==> config.mk <==
export PLATFORM = sky130hd
export DESIGN_NAME = clk_divider_prog
export DESIGN_NICKNAME = d
export VERILOG_FILES = /design/src/rtl/clkdiv_pkg.sv /design/src/rtl/clk_divider_prog.sv
export SDC_FILE = /design/constraint.sdc
export NUM_CORES = 1
export LEC_CHECK = 0
export BUFFER_PORTS_ARGS = -buffer_cell sky130_fd_sc_hd__clkbuf_2
export CORE_MARGIN = 2
export CORE_UTILIZATION = 29
export CTS_CLUSTER_DIAMETER = 60
export DETAILED_ROUTE_END_ITERATION = 16
export HOLD_SLACK_MARGIN = 0.12
export MAX_ROUTING_LAYER = met4
export SETUP_SLACK_MARGIN = 0.4
export SYNTH_ARGS = -nofsm -noshare
export SYNTH_HDL_FRONTEND = slang
export SYNTH_SLANG_ARGS = --single-unit
export TNS_END_PERCENT = 30
==> constraint.sdc <==
create_clock -name clk -period 4 [get_ports clk]
set_clock_uncertainty 0.05 [all_clocks]
set_input_delay 0.8 -clock clk [delete_from_list [all_inputs] [get_ports clk]]
set_output_delay 0.8 -clock clk [all_outputs]
set_load 0.01 [all_outputs]
==> src/rtl/clkdiv_pkg.sv <==
// Shared types and constants for the programmable clock divider.
// Build option CLKDIV_SYNC_EN is consumed by clk_divider_prog.
package clkdiv_pkg;

    localparam int CNT_WIDTH_DFLT = 16;
    localparam int DIV_STOP       = 0;

    typedef enum logic {
        STOP = 1'b0,
        RUN  = 1'b1
    } state_e;

endpackage

==> src/rtl/clk_divider_prog.sv <==
// Programmable 50%-duty clock divider with rising-edge tick strobe.
// Define CLKDIV_SYNC_EN to add the sync_in phase-alignment input.
module clk_divider_prog
    import clkdiv_pkg::*;
#(
    parameter int CNT_WIDTH   = CNT_WIDTH_DFLT,
    parameter int DEFAULT_DIV = 2
) (
    input  logic                 clk,
    input  logic                 reset,
    input  logic [CNT_WIDTH-1:0] div_in,
    input  logic                 div_load,
`ifdef CLKDIV_SYNC_EN
    input  logic                 sync_in,
`endif
    output logic                 busy,
    output logic                 load_ack,
    output logic                 clk_out,
    output logic                 tick,
    output logic [CNT_WIDTH-1:0] div_cur
);

    localparam logic [CNT_WIDTH-1:0] DIV_RST  = CNT_WIDTH'(DEFAULT_DIV);
    localparam logic [CNT_WIDTH-1:0] DIV_ZERO = CNT_WIDTH'(DIV_STOP);
    localparam logic [CNT_WIDTH-1:0] ONE      = CNT_WIDTH'(1);
    localparam state_e ST_RST = (DEFAULT_DIV != 0) ? RUN : STOP;

    state_e               r_state;
    logic [CNT_WIDTH-1:0] r_cnt;
    logic [CNT_WIDTH-1:0] r_div_cur;
    logic [CNT_WIDTH-1:0] r_pend;
    logic                 r_busy;
    logic                 r_ack;
    logic                 r_clk;
    logic                 r_tick;

    logic [CNT_WIDTH-1:0] w_last;
    logic                 w_wrap;
    logic                 w_sync;
    logic                 w_bound;
    logic                 w_apply;
    logic                 w_to_stop;

`ifdef CLKDIV_SYNC_EN
    assign w_sync = sync_in;
`else
    assign w_sync = 1'b0;
`endif

    // div_cur is never 0 in RUN, so div_cur-1 cannot wrap here
    assign w_last    = r_div_cur - ONE;
    assign w_wrap    = (r_cnt == w_last);
    assign w_bound   = w_sync | (w_wrap & r_clk);
    assign w_apply   = w_bound & r_busy;
    assign w_to_stop = w_apply & (r_pend == DIV_ZERO);

    always_ff @(posedge clk) begin
        if (reset) begin
            r_state   <= ST_RST;
            r_cnt     <= '0;
            r_div_cur <= DIV_RST;
            r_pend    <= '0;
            r_busy    <= 1'b0;
            r_ack     <= 1'b0;
            r_clk     <= 1'b0;
            r_tick    <= 1'b0;
        end else begin
            r_ack  <= 1'b0;
            r_tick <= 1'b0;
            unique case (r_state)
                STOP: begin
                    r_cnt <= '0;
                    r_clk <= 1'b0;
                    if (r_busy) begin
                        r_div_cur <= r_pend;
                        r_ack     <= 1'b1;
                        r_busy    <= 1'b0;
                        if (r_pend != DIV_ZERO) begin
                            r_state <= RUN;
                        end
                    end
                end
                RUN: begin
                    if (w_sync || w_wrap) begin
                        r_cnt <= '0;
                    end else begin
                        r_cnt <= r_cnt + ONE;
                    end
                    if (w_apply) begin
                        r_div_cur <= r_pend;
                        r_ack     <= 1'b1;
                        r_busy    <= 1'b0;
                    end
                    // sync pulse forces a rising edge unless the divider stops
                    if (w_to_stop) begin
                        r_state <= STOP;
                        r_clk   <= 1'b0;
                    end else if (w_sync) begin
                        r_clk  <= 1'b1;
                        r_tick <= 1'b1;
                    end else if (w_wrap) begin
                        r_clk  <= ~r_clk;
                        r_tick <= ~r_clk;
                    end
                end
                default: r_state <= STOP;
            endcase
            // a fresh load overrides the busy clear of a same-cycle apply
            if (div_load) begin
                r_pend <= div_in;
                r_busy <= 1'b1;
            end
        end
    end

    assign busy     = r_busy;
    assign load_ack = r_ack;
    assign clk_out  = r_clk;
    assign tick     = r_tick;
    assign div_cur  = r_div_cur;

endmodule

# --- Word-level counts from Yosys, hierarchy flattened ---
# Cells that the tools add are included.
# W data, S select, Z words.
totals:
  wordCells: 43
  reg_bits: 53
op_classes:
  addsub: 2
  bitwise_logic: 6
  reduce_logical: 4
  mux: 18
  n_eq_ne: 5
ops:
  columns: ["operator", "count"]
  rows:
  - ["$pmux W16 S2", 2]
  - ["$mux W16", 3]
  - ["$add A16 B1 Y16 const B", 1]
  - ["$eq A16 B16 Y1", 1]
  - ["$logic_not A16 Y1", 1]
  - ["$reduce_bool A16 Y1", 1]
  - ["$sub A16 B1 Y16 const B", 1]
  - ["$mux W1", 9]
  - ["$pmux W1 S2", 4]
  - ["$reduce_or A4 Y1", 1]
  - ["$and A1 B1 Y1", 3]
  - ["$ne A3 B1 Y1 const B", 1]
  - ["$ne A3 B2 Y1 const B", 1]
  - ["$not A1 Y1", 3]
  - ["$ne A2 B1 Y1 const B", 1]
  - ["$ne A2 B2 Y1 const B", 1]
  - ["$reduce_and A2 Y1", 1]

# --- Longest topological paths before layout ---
# Gate-level depths: netlist of the first run.
logic_depth:
  word_depth: 7
  ltp_mapped: 11
  ltp_nobuf: 9

# --- Worst setup path before layout of the first run ---
# Ideal clock, no wire load.
synth_timing:
  path_type: "register -> register"
  from: "register r_div_cur[0], in the netlist div_cur[0]"
  to: "register r_div_cur[10], in the netlist div_cur[10]"
  arrival_time_ps: 3025
  n_path_buf: 2
  setup_slack_ps: 853
  period_less_slack_ps: 3147
  t_required_ps: 3878
  path_stages_with_launch: 12
  cell_sequence: "dfxtp_1 > inv_1 > ha_1 > or3b_2 > clkbuf_1 > and2_1 > o32ai_1 > o311a_1 > nand4_1 > o41ai_4 > buf_8 > mux2i_1"
synth_via:
  elab_chain_len: 6
synth_lines:
  columns: ["item", "line", "source"]
  rows:
  - ["from (decl)", "clk_divider_prog.sv:30", "logic [CNT_WIDTH-1:0] r_div_cur;"]
  - ["from (signal assigned)", "clk_divider_prog.sv:75", "r_div_cur <= r_pend;"]
  - ["from (signal assigned)", "clk_divider_prog.sv:90", "r_div_cur <= r_pend;"]
  - ["$sub A16 B1 Y16", "clk_divider_prog.sv:51", "assign w_last = r_div_cur - ONE;"]
  - ["$eq A16 B16 Y1", "clk_divider_prog.sv:52", "assign w_wrap = (r_cnt == w_last);"]
  - ["$and A1 B1 Y1", "clk_divider_prog.sv:53", "assign w_bound = w_sync | (w_wrap & r_clk);"]
  - ["$and A1 B1 Y1", "clk_divider_prog.sv:54", "assign w_apply = w_bound & r_busy;"]
  - ["$ne A2 B1 Y1 (no source line)", null, null]
  - ["$reduce_and A2 Y1 (no source line)", null, null]
# No other way between the ends.
# A chain may end at the register's enable or synchronous reset.

# --- Worst setup path in the final report of the first run ---
layout_timing:
  from: "register r_div_cur[1], in the netlist div_cur[1]"
  to: "register r_div_cur[14], in the netlist div_cur[14]"
# The elaborated chain is that of the path after synthesis.

==> results list, run 1 <==
- Status: finished, final reports clean
- Highest-count cells in the layout ignoring fill and taps: sky130_fd_sc_hd__dfxtp_1 (53), sky130_fd_sc_hd__nor2_1 (42), sky130_fd_sc_hd__clkbuf_2 (38)
- TritonCTS built the clock tree.
- STA puts the critical path data required time at 4.19 ns.
- The total area inside the core boundary comes to 0.00911 mm².
- Derived from the worst setup path, the maximum achievable clock frequency is 315 MHz.
- Share of flip-flops with an asynchronous set or reset after synthesis: 0%
- By startpoint and endpoint, the worst setup path is classified as flip-flop to flip-flop.
* Ports: 39
- Gates resized, CTS repair: 0
- The net count of the finished layout is 350.
- The Yosys step of the flow raised 0 warnings.
- Cell type contributing the most total cell area after synthesis: sky130_fd_sc_hd__dfxtp_1
- The most used flip-flop cell after synthesis is sky130_fd_sc_hd__dfxtp_1.
- Worst-Skew Late Latency: 0.31 ns
- Cell Count, Final, Fillers Out: 441
- The post-route netlist has 16.1% of its cells at a drive strength greater than 1.
- Number of synthesized register bits: 53
* WL final: 5.98 mm
* Routed vias: 2107
- Clock edge transition at the registers on the reported setup and hold paths: 0.10 ns
- After routing, the total negative slack on setup checks comes to 0 ns.
* DR iter-0 viols: 72
* Global-route wire length before repair: 10.0 mm
- The slowest stage of the critical path is the sky130_fd_sc_hd__or3b_2 cell.
- Data arrival, critical path: 3.36 ns
- Setup repair after global routing left no endpoint under its margin.
* Pin count of the biggest net entering global routing: 54
- Final number of setup-violating endpoints: 0
* Remaining max-slew budget at the tightest pin: 45.5%
- The synthesized netlist occupies a cell area of 0.00268 mm².
* Commonest non-fill, non-tap cell in the layout: sky130_fd_sc_hd__dfxtp_1
- After routing the design area is 0.00307 mm².
- The tool flagged a number of max-cap violations equal to 0.
- Antenna Nets Post-Route: 0
* Chip Width: 100 µm
* Cell types occupying the most area after synthesis: sky130_fd_sc_hd__dfxtp_1 (40%), sky130_fd_sc_hd__mux2i_1 (12%), sky130_fd_sc_hd__nand2b_1 (7.5%)
* Share of the synthesized area in the top cell type: 39.5%
- At the pin with the least slew margin, the transition time is 0.817 ns.
* Detailed Place HPWL: 4.56 mm
- The final number of max-transition violations is 0.
- Once layout is complete, the utilization of the core stands at 33.7%.
- The repair_antennas step left the layout with diodes totalling 0.
- Kind of capture point of the worst setup path: flip-flop
- Count of buffers added by post-CTS timing repair for setup: 0
* P&R area growth vs syn: 14.5%
- The average instance in the mapped netlist occupies 9.13 µm².
* DR vias/cell: 4.78
- The initial utilization of the core area, before any placement, comes to 29.5%.
* Placed cells: 433
* Global Route Usage Sum: 12.9%
- DRT Pass-1 Iters: 4
- Dividing the final minimum period by the clock period gives 79.2%.
- GP Congestion: 0.739
- Sinks on Clock Net: 53
- Height of the die: 100 µm
- Largest fanout on the critical path: 17
- Min cycle time layout: 3.17 ns
* Overflow after GRT: 0
- Class of the worst hold path: flip-flop to flip-flop
* Net count after synthesis: 315
- Number of port buffers: 38
- The layout has 986 filler cells.
- Once placement finished, the instance area stood at 0.00297 mm².
* Leakage: 1.22 nW
- In this run, CTS created clock tree buffers numbering 5.
- The final-report hold violation count came to 0.
- P per Cell Area: 373 mW/mm²
- The worst setup path is launched from a flip-flop.
- The critical path goes through inv_1, ha_1, or3b_2, and2_1, o32ai_1, o311a_1, nand4_1, o41ai_4, buf_4, mux2i_1.
* Site row count: 35
* CTS root buffer: sky130_fd_sc_hd__clkbuf_8
* Hold bufs inserted after CTS: 0
* Antenna violations before repair: 0
- Highest cell delay on the worst timing path: 0.52 ns
- Count of flip-flops with a built-in enable after synthesis: 0
- Peak ir drop on the vdd network: 0.180 mV
- The clock passes through at most 2 buffers.
- Via count of the first global-routing pass: 2001
- Die Footprint: 0.0100 mm²
* DRC errors left: 0
- In the synthesized netlist, the number of instances is 294.
- The number of different library cells used by synthesis comes to 39.
* Average routed wire per standard cell: 13.6 µm
* Sequential-to-total area share from yosys stat: 39.5%
- The H-tree generated during clock tree synthesis spans 2 levels.
[worst max-delay path: cells and delay by family (launching register included)]
kind            cells  cell delay [ns]
flops               1             0.39
mux                 1             0.24
simple gates        3             0.97
buf+inv             2             0.42
compound gates      3             0.85
fa+ha+maj           1             0.17
[stage by stage]
stage / power, mW / hold WS, ns / setup WS (ns)
floorplan: 0.766 / 0.414 / 0.853
global placement: 0.828 / 0.434 / 0.976
detailed placement: 0.833 / 0.441 / 0.820
CTS: 1.16 / 0.456 / 0.828
global route: 1.21 / 0.475 / 0.629
finish: 1.15 / 0.452 / 0.830
[path summary, 6_finish.rpt]
path	start	endpoint	slack [ns]	cells past startpoint
worst min register to register	r_pend[6]$_SDFFE_PP0P_	div_cur[6]$_SDFFE_PP0P_	0.45	2
worst max register to register	div_cur[1]$_SDFFE_PP1P_	div_cur[14]$_SDFFE_PP0P_	0.83	10
worst max-delay path	div_cur[1]$_SDFFE_PP1P_	div_cur[14]$_SDFFE_PP0P_	0.83	10
worst min-delay path	r_pend[6]$_SDFFE_PP0P_	div_cur[6]$_SDFFE_PP0P_	0.45	2
[power breakdown]
group / total (mW) / leakage (nW) / internal (mW) / switching (mW)
Sequential: 0.602 / 0.431 / 0.560 / 0.0416
Clock: 0.327 / 0.0518 / 0.144 / 0.183
Combinational: 0.216 / 0.742 / 0.0973 / 0.119
Total: 1.15 / 1.22 / 0.802 / 0.343
[cells by family after synthesis]
logic type,share of synthesized area [%]
AOI/OAI and AO/OA,6.01
xor gates and xnor gates,11.1
adders and majority gates,0.932
buffers and inverters,3.08
DFF,39.5
muxes,12.4
and+or+nand+nor,27.0
[area by class of cell]
| cell class | instances | area, µm² | area share (%) |
|---|---|---|---|
| clock buffer | 6 | 82.6 | 2.69 |
| clock inverter | 2 | 17.5 | 0.570 |
| inverter | 7 | 26.3 | 0.855 |
| multi-input combinational | 222 | 1540 | 50.1 |
| sequential | 53 | 1060 | 34.5 |
| tap | 111 | 139 | 4.52 |
| timing repair buffer | 40 | 205 | 6.68 |
[sequential cells by signal, indices dropped and copies added (netlist names)]
signal    count
r_state       1
div_cur      16
r_cnt        16
r_pend       16
tick          1
clk_out       1
load_ack      1
busy          1
[Yosys cell counts, types with 2 or more instances]
| cell type | instances |
|---|---|
| sky130_fd_sc_hd__or3_1 | 2 |
| sky130_fd_sc_hd__nor4_1 | 5 |
| sky130_fd_sc_hd__a21oi_1 | 3 |
| sky130_fd_sc_hd__and2_1 | 2 |
| sky130_fd_sc_hd__o22ai_1 | 3 |
| sky130_fd_sc_hd__o31ai_1 | 2 |
| sky130_fd_sc_hd__nor4b_1 | 2 |
| sky130_fd_sc_hd__nor2_1 | 42 |
| sky130_fd_sc_hd__nand2b_1 | 32 |
| sky130_fd_sc_hd__ha_1 | 2 |
| sky130_fd_sc_hd__mux2i_1 | 32 |
| sky130_fd_sc_hd__o311a_1 | 2 |
| sky130_fd_sc_hd__dfxtp_1 | 53 |
| sky130_fd_sc_hd__inv_1 | 7 |
| sky130_fd_sc_hd__nand3_1 | 8 |
| sky130_fd_sc_hd__and3_1 | 7 |
| sky130_fd_sc_hd__nor2b_1 | 6 |
| sky130_fd_sc_hd__nor3_1 | 7 |
| sky130_fd_sc_hd__xor2_1 | 15 |
| sky130_fd_sc_hd__xnor2_1 | 19 |
| sky130_fd_sc_hd__clkbuf_1 | 11 |
| sky130_fd_sc_hd__or4_1 | 4 |
| sky130_fd_sc_hd__nand4_1 | 5 |
| sky130_fd_sc_hd__o21ai_0 | 2 |
| sky130_fd_sc_hd__nand2_1 | 7 |
[layer usage]
metal / vias up / wire length [µm] / track usage [%]
li1: 1072 / - / -
met1: 990 / 2870 / 16.4
met2: 39 / 2860 / 21.2
met3: 6 / 191 / 2.51
met4: 0 / 51 / 2.85
met5: - / 0 / -
Power figures use the tool's default switching activity.
==> run 2, diff against run 1 <==
- ABC_AREA: unset -> 1
- clock period: 4 -> 3.15 ns (I/O delays scaled with it)
==> run 2 against run 1 <==
Combinational power up 150%. Cell count up 36%. Clock power up 42%. Critical path type unchanged. Critical endpoint unchanged.
==> results list, run 2 <==
- The flow ran to the end, and the final reports show no timing, DRC or antenna violations.
* DR iter-0 viols: 106
- Max-cap violations in this run came to 0.
- Placeable core region: 0.00968 mm²
- Critical path buffers and inverters: 3
- The library cell used most frequently in the layout, excluding fill and tap cells, is sky130_fd_sc_hd__nand2_1.
- Chip Width: 103 µm
* Clock edge transition at the registers on the reported setup and hold paths: 0.10 ns
- For the worst-skew pair, the clock arrives at the later sink with an insertion delay of 0.31 ns.
- In the routed design, unresolved DRC markers number 0.
* DRT Pass-1 Iters: 4
- The analysis attributes to cell leakage a power of 1.55 nW.
* Largest fanout on the critical path: 19
* Multi-input combinational cell area: 0.00147 mm²
- Routed vias: 2598
- The number of antenna violations at the first check in global routing is 0.
- Sequential-to-total area share from yosys stat: 37.0%
* Antenna diode count: 0
- After synthesis, the share of flip-flops with an asynchronous set or reset is 0%.
- Count of flip-flops with a built-in enable after synthesis: 0
- Among the stages of the critical path, the cell type that occurs most often is sky130_fd_sc_hd__nand2_1.
* Required time at the endpoint of the critical path: 3.34 ns
* Post-route standard cell area excluding fillers: 0.00329 mm²
- For this run, the post-layout net count is 488.
* Number of port buffers: 38
- Global Route Usage Sum: 13.6%
- Die Footprint: 0.0107 mm²
* Max-slew violation count: 0
- Family of cells with the greatest summed delay on the critical path: simple AND/OR/NAND/NOR gates
- Final number of setup-violating endpoints: 0
* Sinks on Clock Net: 53
- Global routing finished with a remaining overflow of 0.
- VDD sags by at most 0.308 mV.
* Ordered cell list for the critical path: inv_2, ha_1, inv_1, nand2_1, nand2_1, nor2_1, nand2_1, nor2_1, nand2_1, nor2_1, nand2_1, nor2_2, nand2_4, nand2_8, nand3_4, nand2_1, inv_1, nor2_1
* Class of the worst hold path: flip-flop to flip-flop
- Data arrives at the worst endpoint at 2.55 ns.
- Using the TritonRoute via totals, the vias-per-cell ratio works out to 4.32.
- The critical path in this run is classified as flip-flop to flip-flop.
- Row generation in the floorplan step produced 36 rows.
- After synthesis, the netlist uses 31 different library cells.
- Net count after synthesis: 454
- After clock tree synthesis, the flow added hold-fix buffers numbering 0.
- In this design, the stage delay of the slowest critical-path cell is 0.39 ns.
* CTS root buffer: sky130_fd_sc_hd__clkbuf_8
* P per Cell Area: 541 mW/mm²
- Entering global routing, the biggest net connects 36 pins.
* Number of cells produced by synthesis: 433
- STA classifies the critical path endpoint as a flip-flop.
* Average routed wire per standard cell: 11.0 µm
* Overall power consumption: 1.78 mW
* Commonest cells post-synth: sky130_fd_sc_hd__nand2_1 (104), sky130_fd_sc_hd__inv_1 (70), sky130_fd_sc_hd__nor2_1 (60)
- Gates resized, CTS repair: 0
- P&R area growth vs syn: 14.8%
* Global-route wire length before repair: 11.4 mm
* Number of synthesized register bits: 53
* Slew of the pin with the lowest slew margin: 0.768 ns
- Initial standard-cell utilization of the core: 29.6%
- The via count of the first global-routing pass came to 2485.
- TritonCTS created 5 clock buffers.
- Yosys warning count: 0
- TritonCTS built the clock tree.
- Leaving out fill and tap cells, the most frequent cells in the layout are sky130_fd_sc_hd__nand2_1 (104), sky130_fd_sc_hd__inv_1 (70), sky130_fd_sc_hd__nor2_1 (60).
- WL final: 6.59 mm
- Cell area reported after detailed placement: 0.00318 mm²
- Most common cell in the synthesized netlist: sky130_fd_sc_hd__nand2_1
* Layout fillers: 1063
- The clock tree synthesis step divided the H-tree into 2 levels.
- Cell area after synthesis: 0.00287 mm²
* Antenna Nets Post-Route: 0
- Adding up every negative setup slack in the final design gives 0 ns.
- The clock passes through at most 2 buffers.
- Routability-driven placement finished with a final weighted congestion of 0.919.
- Measured against its own limit, the worst slew margin works out to 48.8%.
* Count of buffers added by post-CTS timing repair for setup: 0
- Synth Flop Type: sky130_fd_sc_hd__dfxtp_1
- Register cell area after layout: 0.00106 mm²
* Fraction of final layout cells with drive strength greater than 1: 15.6%
- From bottom edge to top edge, the die measures 103 µm.
* Count of final hold-check violations: 0
- Cells fill 34.0% of the core in the end.
* Final critical-path share of the clock period: 74.9%
- Cell type contributing the most total cell area after synthesis: sky130_fd_sc_hd__dfxtp_1
* Share of the synthesized area in the top cell type: 37.0%
* Library cell contributing the largest single delay on the critical path: sky130_fd_sc_hd__dfxtp_1
- Averaged over all synthesized cells, the footprint is 6.62 µm².
- Min cycle time layout: 2.36 ns
* RSZ-0062 raised after global routing: false
* Ports: 39
- Based on the critical path, the design can be clocked at up to 424 MHz.
- The wire-length estimate of the detail-placed layout is 5.03 mm.
- Critical path launch point type: flip-flop
* Cell types occupying the most area after synthesis: sky130_fd_sc_hd__dfxtp_1 (37%), sky130_fd_sc_hd__nand2_1 (14%), sky130_fd_sc_hd__inv_1 (9.2%)
==> run 2: cell types whose count changed in the layout (fill, tap and decap cells not counted), moves of 6 or more <==
cell,change
sky130_fd_sc_hd__nand3_1,+9
sky130_fd_sc_hd__nor2_1,+18
sky130_fd_sc_hd__nand2_2,+9
sky130_fd_sc_hd__nor2b_1,-6
sky130_fd_sc_hd__o21ai_0,+15
sky130_fd_sc_hd__xnor2_1,-15
sky130_fd_sc_hd__a21oi_1,+16
sky130_fd_sc_hd__inv_1,+63
sky130_fd_sc_hd__nand2b_1,-32
sky130_fd_sc_hd__and3_1,-7
sky130_fd_sc_hd__nand4_1,+16
sky130_fd_sc_hd__mux2i_1,-32
sky130_fd_sc_hd__nand2_1,+97
==> run 2: worst paths after layout <==
| path | from | to | slack (ns) | cells past startpoint |
|---|---|---|---|---|
| setup / recovery | div_cur[1]$_SDFFE_PP1P_ | div_cur[14]$_SDFFE_PP0P_ | 0.79 | 18 |
| hold / removal | r_pend[6]$_SDFFE_PP0P_ | r_pend[6]$_SDFFE_PP0P_ | 0.44 | 2 |
| setup reg to reg | div_cur[1]$_SDFFE_PP1P_ | div_cur[14]$_SDFFE_PP0P_ | 0.79 | 18 |
| hold reg to reg | r_pend[6]$_SDFFE_PP0P_ | r_pend[6]$_SDFFE_PP0P_ | 0.44 | 2 |
==> run 2: cell families (layout without fill, tap and decap cells) <==
logic type	Yosys count	after routing	share of synthesized area (%)
xor+xnor	17	17	5.19
buf+inv	86	121	11.6
compound gates	39	39	7.07
fa+ha+maj	2	2	0.873
simple gates	236	236	38.2
flops	53	53	37.0
==> run 2: power by group <==
part | switching (mW) | total [mW] | internal [mW]
clock network | 0.224 | 0.463 | 0.239
logic | 0.363 | 0.538 | 0.175
registers | 0.0549 | 0.778 | 0.723
total | 0.643 | 1.78 | 1.14
==> run 2: cell type report <==
type | instances | area share, %
Clock inverter | 2 | 1.18
Multi-Input combinational cell | 294 | 44.8
Clock buffer | 6 | 2.21
Tap cell | 133 | 5.06
Timing Repair Buffer | 40 | 6.24
Inverter | 73 | 8.33
Sequential cell | 53 | 32.2
==> run 2: layer usage <==
layer	up-vias	track usage [%]	part of all wire, %
met2	48	22.6	46
met4	0	3.04	0.58
met1	1131	17.4	50
li1	1413	-	-
met3	6	2.15	3.6
met5	-	-	0
==> run 2: tightest hold or removal path, delay by kind of cell (launching register included) <==
family                 cells  cell delay, ns
flip-flops                 1            0.31
buffers and inverters      1            0.08
AO/OA/AOI/OAI              1            0.07
==> run 2: metrics by stage <==
step	instances	hold slack (ns)	worst slack [ns]
after floorplan	433	0.391	1.06
after global placement	593	0.415	0.833
after detailed placement	593	0.428	0.765
after CTS	601	0.442	0.735
after global routing	601	0.469	0.504
final	601	0.440	0.790
